`src/rtl/int_ctrl_pkg.sv`:
```
`default_nettype none
// -----------------------------------------------------------------------------
// int_defs : FSM states, CP0 register numbers and Cause-word helper for int_ctrl.
// Revision : 1.0
// -----------------------------------------------------------------------------
package int_defs;

  typedef enum logic [2:0] {
    IDLE       = 3'd0,
    SAVE_EPC   = 3'd1,
    SAVE_CAUSE = 3'd2,
    JUMP       = 3'd3,
    SERVICE    = 3'd4,
    RETURN     = 3'd5
  } int_state_t;

  localparam logic [4:0] c_cp0_status = 5'd12;
  localparam logic [4:0] c_cp0_cause  = 5'd13;
  localparam logic [4:0] c_cp0_epc    = 5'd14;
  localparam logic [4:0] c_exc_int    = 5'd0;
  localparam int         c_ip_base    = 8;
  // Source ids are 3 bits wide so up to eight lines fit Cause.IP.
  localparam int         c_id_w       = 3;

  function automatic logic [31:0] cause_word(input logic [7:0] ip);
    return (32'(ip) << c_ip_base) | (32'(c_exc_int) << 2);
  endfunction

endpackage
`default_nettype wire

```
`src/rtl/int_ctrl_if.sv`:
```
`default_nettype none
// -----------------------------------------------------------------------------
// int_ctrl_if : request, CP0 write-port and pipeline-control bundle of int_ctrl.
// Revision    : 1.0
// -----------------------------------------------------------------------------
interface int_ctrl_if #(
  parameter int IRQ_NUM = 4
);
  logic [IRQ_NUM-1:0] irq;
  logic               ie_in;
  logic               pipe_ok;
  logic [31:0]        pc_now;
  logic               eret;
  logic               cp0_we;
  logic [4:0]         cp0_waddr;
  logic [31:0]        cp0_wdata;
  logic               ie_zero;
  logic               ie_one;
  logic               int_stall;
  logic               redirect;
  logic [31:0]        redirect_pc;
  logic [IRQ_NUM-1:0] irq_ack;
  logic               busy;
  logic [IRQ_NUM-1:0] pending;

  modport master (
    input  irq, ie_in, pipe_ok, pc_now, eret,
    output cp0_we, cp0_waddr, cp0_wdata, ie_zero, ie_one, int_stall,
           redirect, redirect_pc, irq_ack, busy, pending
  );

  modport slave (
    output irq, ie_in, pipe_ok, pc_now, eret,
    input  cp0_we, cp0_waddr, cp0_wdata, ie_zero, ie_one, int_stall,
           redirect, redirect_pc, irq_ack, busy, pending
  );
endinterface
`default_nettype wire

```
`src/rtl/int_ctrl_prio_enc.sv`:
```
`default_nettype none
// -----------------------------------------------------------------------------
// int_prio_enc : fixed-priority encoder, lowest set index wins.
// Revision     : 1.0
// -----------------------------------------------------------------------------
module int_prio_enc
  import int_defs::*;
#(
  parameter int IRQ_NUM = 4
) (
  input  logic [IRQ_NUM-1:0] pending,
  output logic               valid,
  output logic [c_id_w-1:0]  id
);

  // Scanning downward lets the lowest set index overwrite the rest.
  always_comb begin
    id = '0;
    for (int i = IRQ_NUM - 1; i >= 0; i--) begin
      if (pending[i]) id = c_id_w'(i);
    end
  end

  assign valid = |pending;

endmodule
`default_nettype wire

```
`src/rtl/int_ctrl.sv`:
```
`default_nettype none
// -----------------------------------------------------------------------------
// int_ctrl : external interrupt controller driving the CP0 write port; INT_EDGE_EN selects edge-latched pending.
// Revision : 1.0
// -----------------------------------------------------------------------------
module int_ctrl
  import int_defs::*;
#(
  parameter int          IRQ_NUM    = 4,
  parameter logic [31:0] VEC_BASE   = 32'h0000_3000,
  parameter logic [31:0] VEC_STRIDE = 32'h0000_0100
) (
  input  logic      clk,
  input  logic      clr_n,
  int_ctrl_if.master bus
);

  int_state_t         r_state;
  logic [c_id_w-1:0]  r_id;
  logic [c_id_w-1:0]  w_win_id;
  logic               w_win_valid;
  logic [IRQ_NUM-1:0] r_sync1;
  logic [IRQ_NUM-1:0] r_sync2;
  logic [IRQ_NUM-1:0] w_pending;
  logic [IRQ_NUM-1:0] r_snap;
  logic [IRQ_NUM-1:0] r_irq_ack;
  logic               r_cp0_we;
  logic [4:0]         r_cp0_waddr;
  logic [31:0]        r_cp0_wdata;
  logic               r_ie_zero;
  logic               r_ie_one;
  logic               r_int_stall;
  logic               r_redirect;
  logic [31:0]        r_redirect_pc;
  logic               r_busy;

  always_ff @(posedge clk or negedge clr_n) begin
    if (!clr_n) begin
      r_sync1 <= '0;
      r_sync2 <= '0;
    end else begin
      r_sync1 <= bus.irq;
      r_sync2 <= r_sync1;
    end
  end

`ifdef INT_EDGE_EN
  logic [IRQ_NUM-1:0] r_sync3;
  logic [IRQ_NUM-1:0] r_pend;
  logic [IRQ_NUM-1:0] w_rise;
  logic [IRQ_NUM-1:0] w_clr;

  assign w_rise = r_sync2 & ~r_sync3;
  assign w_clr  = (r_state == JUMP) ? (IRQ_NUM'(1) << r_id) : '0;

  // A fresh edge in the clearing cycle is kept, so set wins over clear.
  always_ff @(posedge clk or negedge clr_n) begin
    if (!clr_n) begin
      r_sync3 <= '0;
      r_pend  <= '0;
    end else begin
      r_sync3 <= r_sync2;
      r_pend  <= (r_pend & ~w_clr) | w_rise;
    end
  end

  assign w_pending = r_pend | w_rise;
`else
  assign w_pending = r_sync2;
`endif

  int_prio_enc #(
    .IRQ_NUM (IRQ_NUM)
  ) u_prio (
    .pending (w_pending),
    .valid   (w_win_valid),
    .id      (w_win_id)
  );

  // Outputs are registered together with the state they belong to.
  always_ff @(posedge clk or negedge clr_n) begin
    if (!clr_n) begin
      r_state       <= IDLE;
      r_id          <= '0;
      r_snap        <= '0;
      r_cp0_we      <= 1'b0;
      r_cp0_waddr   <= '0;
      r_cp0_wdata   <= '0;
      r_ie_zero     <= 1'b0;
      r_ie_one      <= 1'b0;
      r_int_stall   <= 1'b0;
      r_redirect    <= 1'b0;
      r_redirect_pc <= '0;
      r_irq_ack     <= '0;
      r_busy        <= 1'b0;
    end else begin
      r_cp0_we      <= 1'b0;
      r_cp0_waddr   <= '0;
      r_cp0_wdata   <= '0;
      r_ie_zero     <= 1'b0;
      r_ie_one      <= 1'b0;
      r_int_stall   <= 1'b0;
      r_redirect    <= 1'b0;
      r_redirect_pc <= '0;
      r_irq_ack     <= '0;
      r_busy        <= 1'b0;
      case (r_state)
        IDLE: begin
          if (bus.ie_in && w_win_valid && bus.pipe_ok) begin
            r_state     <= SAVE_EPC;
            r_id        <= w_win_id;
            r_snap      <= w_pending;
            r_int_stall <= 1'b1;
            r_cp0_we    <= 1'b1;
            r_cp0_waddr <= c_cp0_epc;
            r_cp0_wdata <= bus.pc_now;
            r_ie_zero   <= 1'b1;
          end
        end
        SAVE_EPC: begin
          r_state     <= SAVE_CAUSE;
          r_int_stall <= 1'b1;
          r_cp0_we    <= 1'b1;
          r_cp0_waddr <= c_cp0_cause;
          r_cp0_wdata <= cause_word(8'(r_snap));
        end
        SAVE_CAUSE: begin
          r_state       <= JUMP;
          r_int_stall   <= 1'b1;
          r_redirect    <= 1'b1;
          r_redirect_pc <= VEC_BASE + VEC_STRIDE * 32'(r_id);
          r_irq_ack     <= IRQ_NUM'(1) << r_id;
        end
        JUMP: begin
          r_state <= SERVICE;
          r_busy  <= 1'b1;
        end
        SERVICE: begin
          if (bus.eret) begin
            r_state  <= RETURN;
            r_ie_one <= 1'b1;
          end else begin
            r_busy <= 1'b1;
          end
        end
        RETURN: begin
          r_state <= IDLE;
        end
        default: begin
          r_state <= IDLE;
        end
      endcase
    end
  end

  assign bus.cp0_we      = r_cp0_we;
  assign bus.cp0_waddr   = r_cp0_waddr;
  assign bus.cp0_wdata   = r_cp0_wdata;
  assign bus.ie_zero     = r_ie_zero;
  assign bus.ie_one      = r_ie_one;
  assign bus.int_stall   = r_int_stall;
  assign bus.redirect    = r_redirect;
  assign bus.redirect_pc = r_redirect_pc;
  assign bus.irq_ack     = r_irq_ack;
  assign bus.busy        = r_busy;
  assign bus.pending     = w_pending;

endmodule
`default_nettype wire

```
`src/flat_wrapper.sv`:
```
// flat-port wrapper written by rule: the top's interface ports become plain ports
module int_ctrl_flat import int_defs::*;
#(
  parameter int          IRQ_NUM    = 4,
  parameter logic [31:0] VEC_BASE   = 32'h0000_3000,
  parameter logic [31:0] VEC_STRIDE = 32'h0000_0100
)
  (clk, clr_n, bus_irq, bus_ie_in, bus_pipe_ok, bus_pc_now, bus_eret, bus_cp0_we, bus_cp0_waddr, bus_cp0_wdata, bus_ie_zero, bus_ie_one, bus_int_stall, bus_redirect, bus_redirect_pc, bus_irq_ack, bus_busy, bus_pending);
  int_ctrl_if #(.IRQ_NUM(IRQ_NUM)) bus_i ();
  input  logic clk;
  input  logic clr_n;
  input wire logic [$bits(bus_i.irq)-1:0] bus_irq;
  input wire logic [$bits(bus_i.ie_in)-1:0] bus_ie_in;
  input wire logic [$bits(bus_i.pipe_ok)-1:0] bus_pipe_ok;
  input wire logic [$bits(bus_i.pc_now)-1:0] bus_pc_now;
  input wire logic [$bits(bus_i.eret)-1:0] bus_eret;
  output wire logic [$bits(bus_i.cp0_we)-1:0] bus_cp0_we;
  output wire logic [$bits(bus_i.cp0_waddr)-1:0] bus_cp0_waddr;
  output wire logic [$bits(bus_i.cp0_wdata)-1:0] bus_cp0_wdata;
  output wire logic [$bits(bus_i.ie_zero)-1:0] bus_ie_zero;
  output wire logic [$bits(bus_i.ie_one)-1:0] bus_ie_one;
  output wire logic [$bits(bus_i.int_stall)-1:0] bus_int_stall;
  output wire logic [$bits(bus_i.redirect)-1:0] bus_redirect;
  output wire logic [$bits(bus_i.redirect_pc)-1:0] bus_redirect_pc;
  output wire logic [$bits(bus_i.irq_ack)-1:0] bus_irq_ack;
  output wire logic [$bits(bus_i.busy)-1:0] bus_busy;
  output wire logic [$bits(bus_i.pending)-1:0] bus_pending;
  assign bus_i.irq = bus_irq;
  assign bus_i.ie_in = bus_ie_in;
  assign bus_i.pipe_ok = bus_pipe_ok;
  assign bus_i.pc_now = bus_pc_now;
  assign bus_i.eret = bus_eret;
  assign bus_cp0_we = bus_i.cp0_we;
  assign bus_cp0_waddr = bus_i.cp0_waddr;
  assign bus_cp0_wdata = bus_i.cp0_wdata;
  assign bus_ie_zero = bus_i.ie_zero;
  assign bus_ie_one = bus_i.ie_one;
  assign bus_int_stall = bus_i.int_stall;
  assign bus_redirect = bus_i.redirect;
  assign bus_redirect_pc = bus_i.redirect_pc;
  assign bus_irq_ack = bus_i.irq_ack;
  assign bus_busy = bus_i.busy;
  assign bus_pending = bus_i.pending;
  int_ctrl #(.IRQ_NUM(IRQ_NUM), .VEC_BASE(VEC_BASE), .VEC_STRIDE(VEC_STRIDE)) u_core (.clk(clk), .clr_n(clr_n), .bus(bus_i));
endmodule
```
`config.mk`:
```
export PLATFORM = sky130hd
export DESIGN_NAME = int_ctrl_flat
export DESIGN_NICKNAME = d
export VERILOG_FILES = /design/src/rtl/int_ctrl_pkg.sv /design/src/rtl/int_ctrl_if.sv /design/src/rtl/int_ctrl_prio_enc.sv /design/src/rtl/int_ctrl.sv /design/src/flat_wrapper.sv
export SDC_FILE = /design/constraint.sdc
export NUM_CORES = 1
export LEC_CHECK = 0
export ABC_CLOCK_PERIOD_IN_PS = 3800
export CAP_MARGIN = 20
export CORE_ASPECT_RATIO = 1.5
export CORE_MARGIN = 4
export CORE_UTILIZATION = 42
export CTS_CLUSTER_DIAMETER = 120
export DETAILED_ROUTE_END_ITERATION = 12
export PLACE_DENSITY = 0.85
export SETUP_SLACK_MARGIN = 0.4
export SYNTH_ARGS = -nofsm -noshare
export SYNTH_HDL_FRONTEND = slang
export SYNTH_SLANG_ARGS = --single-unit
export TNS_END_PERCENT = 20
```
`constraint.sdc`:
```
create_clock -name clk -period 3.8 [get_ports clk]
set_input_delay 0.95 -clock clk [delete_from_list [all_inputs] [get_ports clk]]
set_output_delay 0.95 -clock clk [all_outputs]
set_load 0.03 [all_outputs]
```
Word-level counts from Yosys, hierarchy flattened
Index checks and enable logic that the tools add are counted.
W data, S select, Z words.
{"block": "totals", "reg_bits": 97, "latchBits": 0, "ram_bits": 0, "mem_bits_ro": 0, "in_bits": 41, "elab_cells": 52, "mem_count": 0}
{"block": "classes", "add_sub_neg": 1, "n_mul": 0, "div": 0, "order_cmp": 0, "eq_ne": 6, "shifts": 1, "mux": 22, "bitwise": 0, "n_reduce_logical": 7}
{"op": "$mux W32", "n": 2}
{"op": "$pmux W32 S2", "n": 1}
{"op": "$add A14 B11 Y15 const A", "n": 1}
{"op": "$mux W3", "n": 5}
{"op": "$pmux W3 S5", "n": 1}
{"op": "$pmux W5 S2", "n": 1}
{"op": "$mux W4", "n": 2}
{"op": "$eq A3 B2 Y1 const B", "n": 2}
{"op": "$mux W1", "n": 6}
{"op": "$pmux W1 S2", "n": 3}
{"op": "$reduce_and A2 Y1", "n": 2}
{"op": "$reduce_or A4 Y1", "n": 1}
{"op": "$shl A1 B3 Y4 const A", "n": 1}
{"op": "$eq A3 B1 Y1 const B", "n": 1}
{"op": "$eq A3 B3 Y1 const B", "n": 1}
{"op": "$logic_not A3 Y1", "n": 1}
{"op": "$logic_and A1 B1 Y1", "n": 2}
{"op": "$mux W2", "n": 1}
{"op": "$ne A2 B1 Y1 const B", "n": 1}
{"op": "$ne A2 B2 Y1 const B", "n": 1}
{"op": "$reduce_or A2 Y1", "n": 1}

Logic depth before layout (Yosys ltp)
{"block": "depth", "depth_word": 5, "mapped_depth": 5}

Cells and area by module
A second synthesis with hierarchy kept.
{"block": "unflattened", "cells_unflattened": 178, "area_unflattened_um2": 2429.8}
{"module": "int_ctrl", "instances": 1, "cells_per_inst": 169, "area_each_um2": 2383.5}
{"module": "int_prio_enc", "instances": 1, "cells_per_inst": 9, "area_each_um2": 46.3}

Worst setup path after synthesis
Ideal clock, no wire load.
{"block": "synth_timing", "path_type": "input to register", "from": "in bus_pipe_ok", "to": "reg u_core.r_id[0]", "setup_time_ps": 125, "t_arrival_ps": 1859, "t_required_ps": 3675, "slack_ps": 1816, "cell_stages": 4, "path_cell_list": "nand2_1 -> nor4b_4 -> buf_6 -> mux2_4"}
{"block": "synth_via", "elab_chain_cells": 2}
{"item": "from (decl)", "line": "flat_wrapper.sv:14", "rtl": "input wire logic [$bits(bus_i.pipe_ok)-1:0] bus_pipe_ok;"}
{"item": "$logic_and A1 B1 Y1", "line": "int_ctrl.sv:109", "rtl": "if (bus.ie_in && w_win_valid && bus.pipe_ok) begin"}
{"item": "$reduce_and A2 Y1 (no source line)"}
{"item": "to (signal assigned)", "line": "int_ctrl.sv:111", "rtl": "r_id <= w_win_id;"}
{"item": "to (decl)", "line": "int_ctrl.sv:19", "rtl": "logic [c_id_w-1:0] r_id;"}
No other way between the ends.
A chain may end at the register's enable or synchronous reset.

Worst setup path in the final report
{"block": "layout_timing", "from": "reg u_core.r_sync2[1], in the netlist u_core.bus.pending[1]", "to": "out bus_pending[1]"}
{"item": "from (decl)", "line": "int_ctrl.sv:23", "rtl": "logic [IRQ_NUM-1:0] r_sync2;"}
{"item": "from (signal assigned)", "line": "int_ctrl.sv:43", "rtl": "r_sync2 <= r_sync1;"}
{"item": "to (decl)", "line": "flat_wrapper.sv:27", "rtl": "output wire logic [$bits(bus_i.pending)-1:0] bus_pending;"}
No word-level cell between the ends.

==> implementation parameters <==
Parameter                              Value

STA
  Hold Violations, Final ... 0
  Final worst clock skew ... 0.00579 ns
  Highest attainable clock frequency ... 412 MHz
  Minimum hold slack ... 0.347 ns
  Slew Limit Headroom ... 43.0%
  Max Transition Viols Final ... 0
  Final Critical Period ... 2.43 ns
  Worst-Margin Slew ... 0.855 ns
  Final worst-path cycle share ... 63.9%
  Unrepaired setup endpoints after global routing ... no
  Setup TNS after final layout ... 0 ns
  Number of failing setup endpoints in the final timing report ... 0

Setup path
  Startpoint of the worst-slack reg-to-reg timing path ... u_core.r_state[1]
  Nature of the critical path endpoint ... output port
  Stage delay of the slowest cell on the critical path ... 0.71 ns
  Critical path arrival ... 1.48 ns
  Bufs and invs on worst path ... 1
  Worst setup path category ... register to output port
  Worst reg-to-reg setup slack ... 2.13 ns
  Cell with the largest stage delay on the worst path ... clkdlybuf4s50_1
  Path depth of the worst reg2reg path ... 4
  Critical register-to-register path endpoint ... u_core.r_snap[3]
  Required time worst endpoint ... 2.85 ns
  Maximum fanout count along the critical path ... 5
  Top delay family on crit path ... buffers and inverters
  Type of element launching the critical path ... register
  Cell chain of the critical path ... clkdlybuf4s50_1

Layout
  Final Net Count ... 308
  Area of combinational cells with multiple inputs ... 591 um2
  Number of filler cells placed in the layout ... 449
  Post-synthesis to final-layout area growth ... 43.7%
  Total area of sequential cells ... 0.00155 mm2
  Number of inserted diodes ... 0
  Ratio of cells with drive above 1 in the final layout ... 9.26%
  Post-route design area ... 0.00335 mm2

Global routing
  Wire length of the first global-routing pass ... 6700 um
  Vias in the first global route ... 1463
  Largest net degree at the start of global routing ... 41
  Initial antenna violation count ... 0
  Total gr overflow ... 0
  Overall routing resource usage ... 13.7%

Routing
  Routed wire length ... 4360 um
  Antenna Violating Nets Remaining ... 0
  Via-to-Cell Ratio ... 4.21
  1st-iter DRT viols ... 94
  Post-detailed-route DRC marker count ... 0
  Wirelength per Cell ... 12.8 um
  Total number of vias ... 1433
  DR pass1 iterations ... 4

Floorplan
  Area enclosed by the die boundary ... 0.00683 mm2
  Initial Utilization ... 43.1%
  Chip Height ... 99.2 um
  Number of placement rows ... 33
  Floorplan core area ... 0.00541 mm2
  Total I/O pin count ... 124
  X dimension of the die ... 68.8 um

Pwr
  Net switching power of the design ... 683 uW
  Switching part of the total power ... 33.3%
  Internal power summed over all cells ... 1370 uW
  Combinational cell fraction of total power ... 35.1%
  Clk pwr share ... 22.3%
  Cell area power density ... 611 mW/mm2
  Leakage dissipation ... 0.00159 uW
  Sequential group share of total power ... 42.6%
  Worst vdd rail ir drop ... 0.322 mV

Worst hold path
  End point of the most critical hold path ... u_core.bus.pending[2]
  Hold crit path type ... register to register
  Cell count of the worst hold path ... 0
  Worst hold start ... u_core.r_sync1[2]

Yosys
  Register bit total from synthesis ... 62
  Portion of the post-synthesis area used by sequential elements ... 66.6%
  Fraction of registers with async set/reset ... 100%
  Most used DFF post-synth ... dfrtp_1
  Number of distinct library cells after synthesis ... 28
  Post-Syn Instances ... 170
  Synth warnings ... 0
  Average cell area after synthesis ... 13.7 um2
  Number of synthesized flops with an enable pin ... 0
  Combined area of all synthesized cells ... 0.00233 mm2

Clock tree
  Sink Count ... 62
  Post-CTS setup buffer count ... 0
  Maximum buffer depth of the clock tree ... 2
  CTS clk-pin slew, worst paths ... 0.06 ns
  Number of buffers created by CTS ... 9
  H-Tree Level Count ... 3
  Count of cells resized by post-cts repair ... 0
  Clock root buffer master ... clkbuf_8
  Clock tree from TritonCTS ... built
  Source-to-sink clock delay at the later pin of the worst-skew pair ... 0.32 ns
  Number of hold buffers added after cts ... 0

Placement
  Placer congestion estimate ... 0.680
  Estimated wirelength of the detail-placed design ... 3340 um
  I/O Buffers ... 94
  Post-detailed-placement cell area ... 0.00320 mm2

Run
  Max-Cap Viols ... 0

Outcome
  Run status ... finished, final reports clean
-- placed cells by master (no fill, tap or decap), drive strengths merged --
master	Yosys	final
nor4	1	1
conb	1	29
nor3	2	2
buf	37	4
nand2	4	4
o21bai	1	1
nor4b	1	1
and3	3	3
mux2	6	6
nor2	4	4
dfrtp	62	62
nand2b	1	1
clkbuf	2	12
nand3b	1	1
or2	2	2
a21oi	1	1
a22o	4	4
clkdlybuf4s50	0	93
o21ai	1	1
nor2b	1	1
and2	29	29
xnor2	1	1
a21o	1	1
clkinv	0	2
inv	2	2
nor3b	2	2
-- power groups by stage --
stage               Combinational (uW)  Clock [uW]  Sequential [uW]
floorplan                          311           0             1050
global placement                   715           0              880
CTS                                728         475              875
finish                             719         457              872
global route                       765         501              889
detailed placement                 726           0              885
-- cell usage after synthesis (2+ instances only) --
library cell / count / share of area (%)
a22o_1: 4 / 1.5
and3_1: 3 / 0.81
or2_1: 2 / 0.54
dfrtp_1: 62 / 67
buf_4: 34 / 11
nor3_1: 2 / 0.43
and2_1: 29 / 7.8
inv_1: 2 / 0.32
mux2_4: 5 / 3.2
nor3b_1: 2 / 0.64
buf_2: 2 / 0.43
nor2_1: 3 / 0.48
nand2_1: 4 / 0.64
clkbuf_2: 2 / 0.43
-- per-stage QoR --
step	std cells	utilization (%)	worst slack, ns	power (uW)
3_5_place_dp	326	59.1	1.16	1610
3_3_place_gp	326	59.1	1.20	1600
6_report	340	61.9	1.37	2050
5_1_grt	340	61.9	1.32	2160
4_1_cts	340	61.9	1.35	2080
2_1_floorplan	198	-	1.82	1360
-- layout make-up --
type | count | area share (%)
clock inverters | 2 | 0.299
clock buffers | 12 | 4.33
multi-input cells | 95 | 17.6
repair buffers | 97 | 28.6
well taps | 70 | 2.61
inverters | 2 | 0.224
flip-flops and latches | 62 | 46.3
-- routing by layer --
metal,vias up,wire [um],global-route usage (%)
met5,-,0,0
li1,665,-,-
met4,0,119,9.16
met2,77,2410,23.6
met3,8,424,3.95
met1,683,1410,13.6
-- registers in the layout, summed over array words and instances, names as in the netlist --
signal / count
u_core.bus.irq_ack: 4
u_core.r_snap: 4
u_core.bus.int_stall: 1
u_core.bus.cp0_waddr: 3
u_core.bus.pending: 4
u_core.r_state: 3
u_core.bus.cp0_wdata: 32
u_core.r_sync1: 4
u_core.bus.redirect_pc: 3
u_core.bus.busy: 1
u_core.r_id: 2
u_core.bus.ie_one: 1
-- kinds of logic (layout without fill, tap and decap cells) --
logic type | after synthesis | in the layout | synth area share, %
other | 1 | 29 | 0.161
AND/OR/NAND/NOR | 51 | 51 | 14.0
buffers and inverters | 41 | 113 | 12.6
XOR/XNOR | 1 | 1 | 0.376
flip-flops | 62 | 62 | 66.6
AO/OA/AOI/OAI | 8 | 8 | 2.58
multiplexers | 6 | 6 | 3.70
-- worst max path at each step --
stage                                      from               end  depth (start not counted)
after global placement              bus_pipe_ok  u_core.r_snap[3]                          5
after global routing      u_core.bus.pending[3]    bus_pending[3]                          1
final                     u_core.bus.pending[1]    bus_pending[1]                          1
after CTS                 u_core.bus.pending[1]    bus_pending[1]                          1
after floorplan                     bus_pipe_ok    u_core.r_id[0]                          4
after detailed placement              bus_ie_in  u_core.r_snap[3]                          5
(Power assumes the default switching activity.)
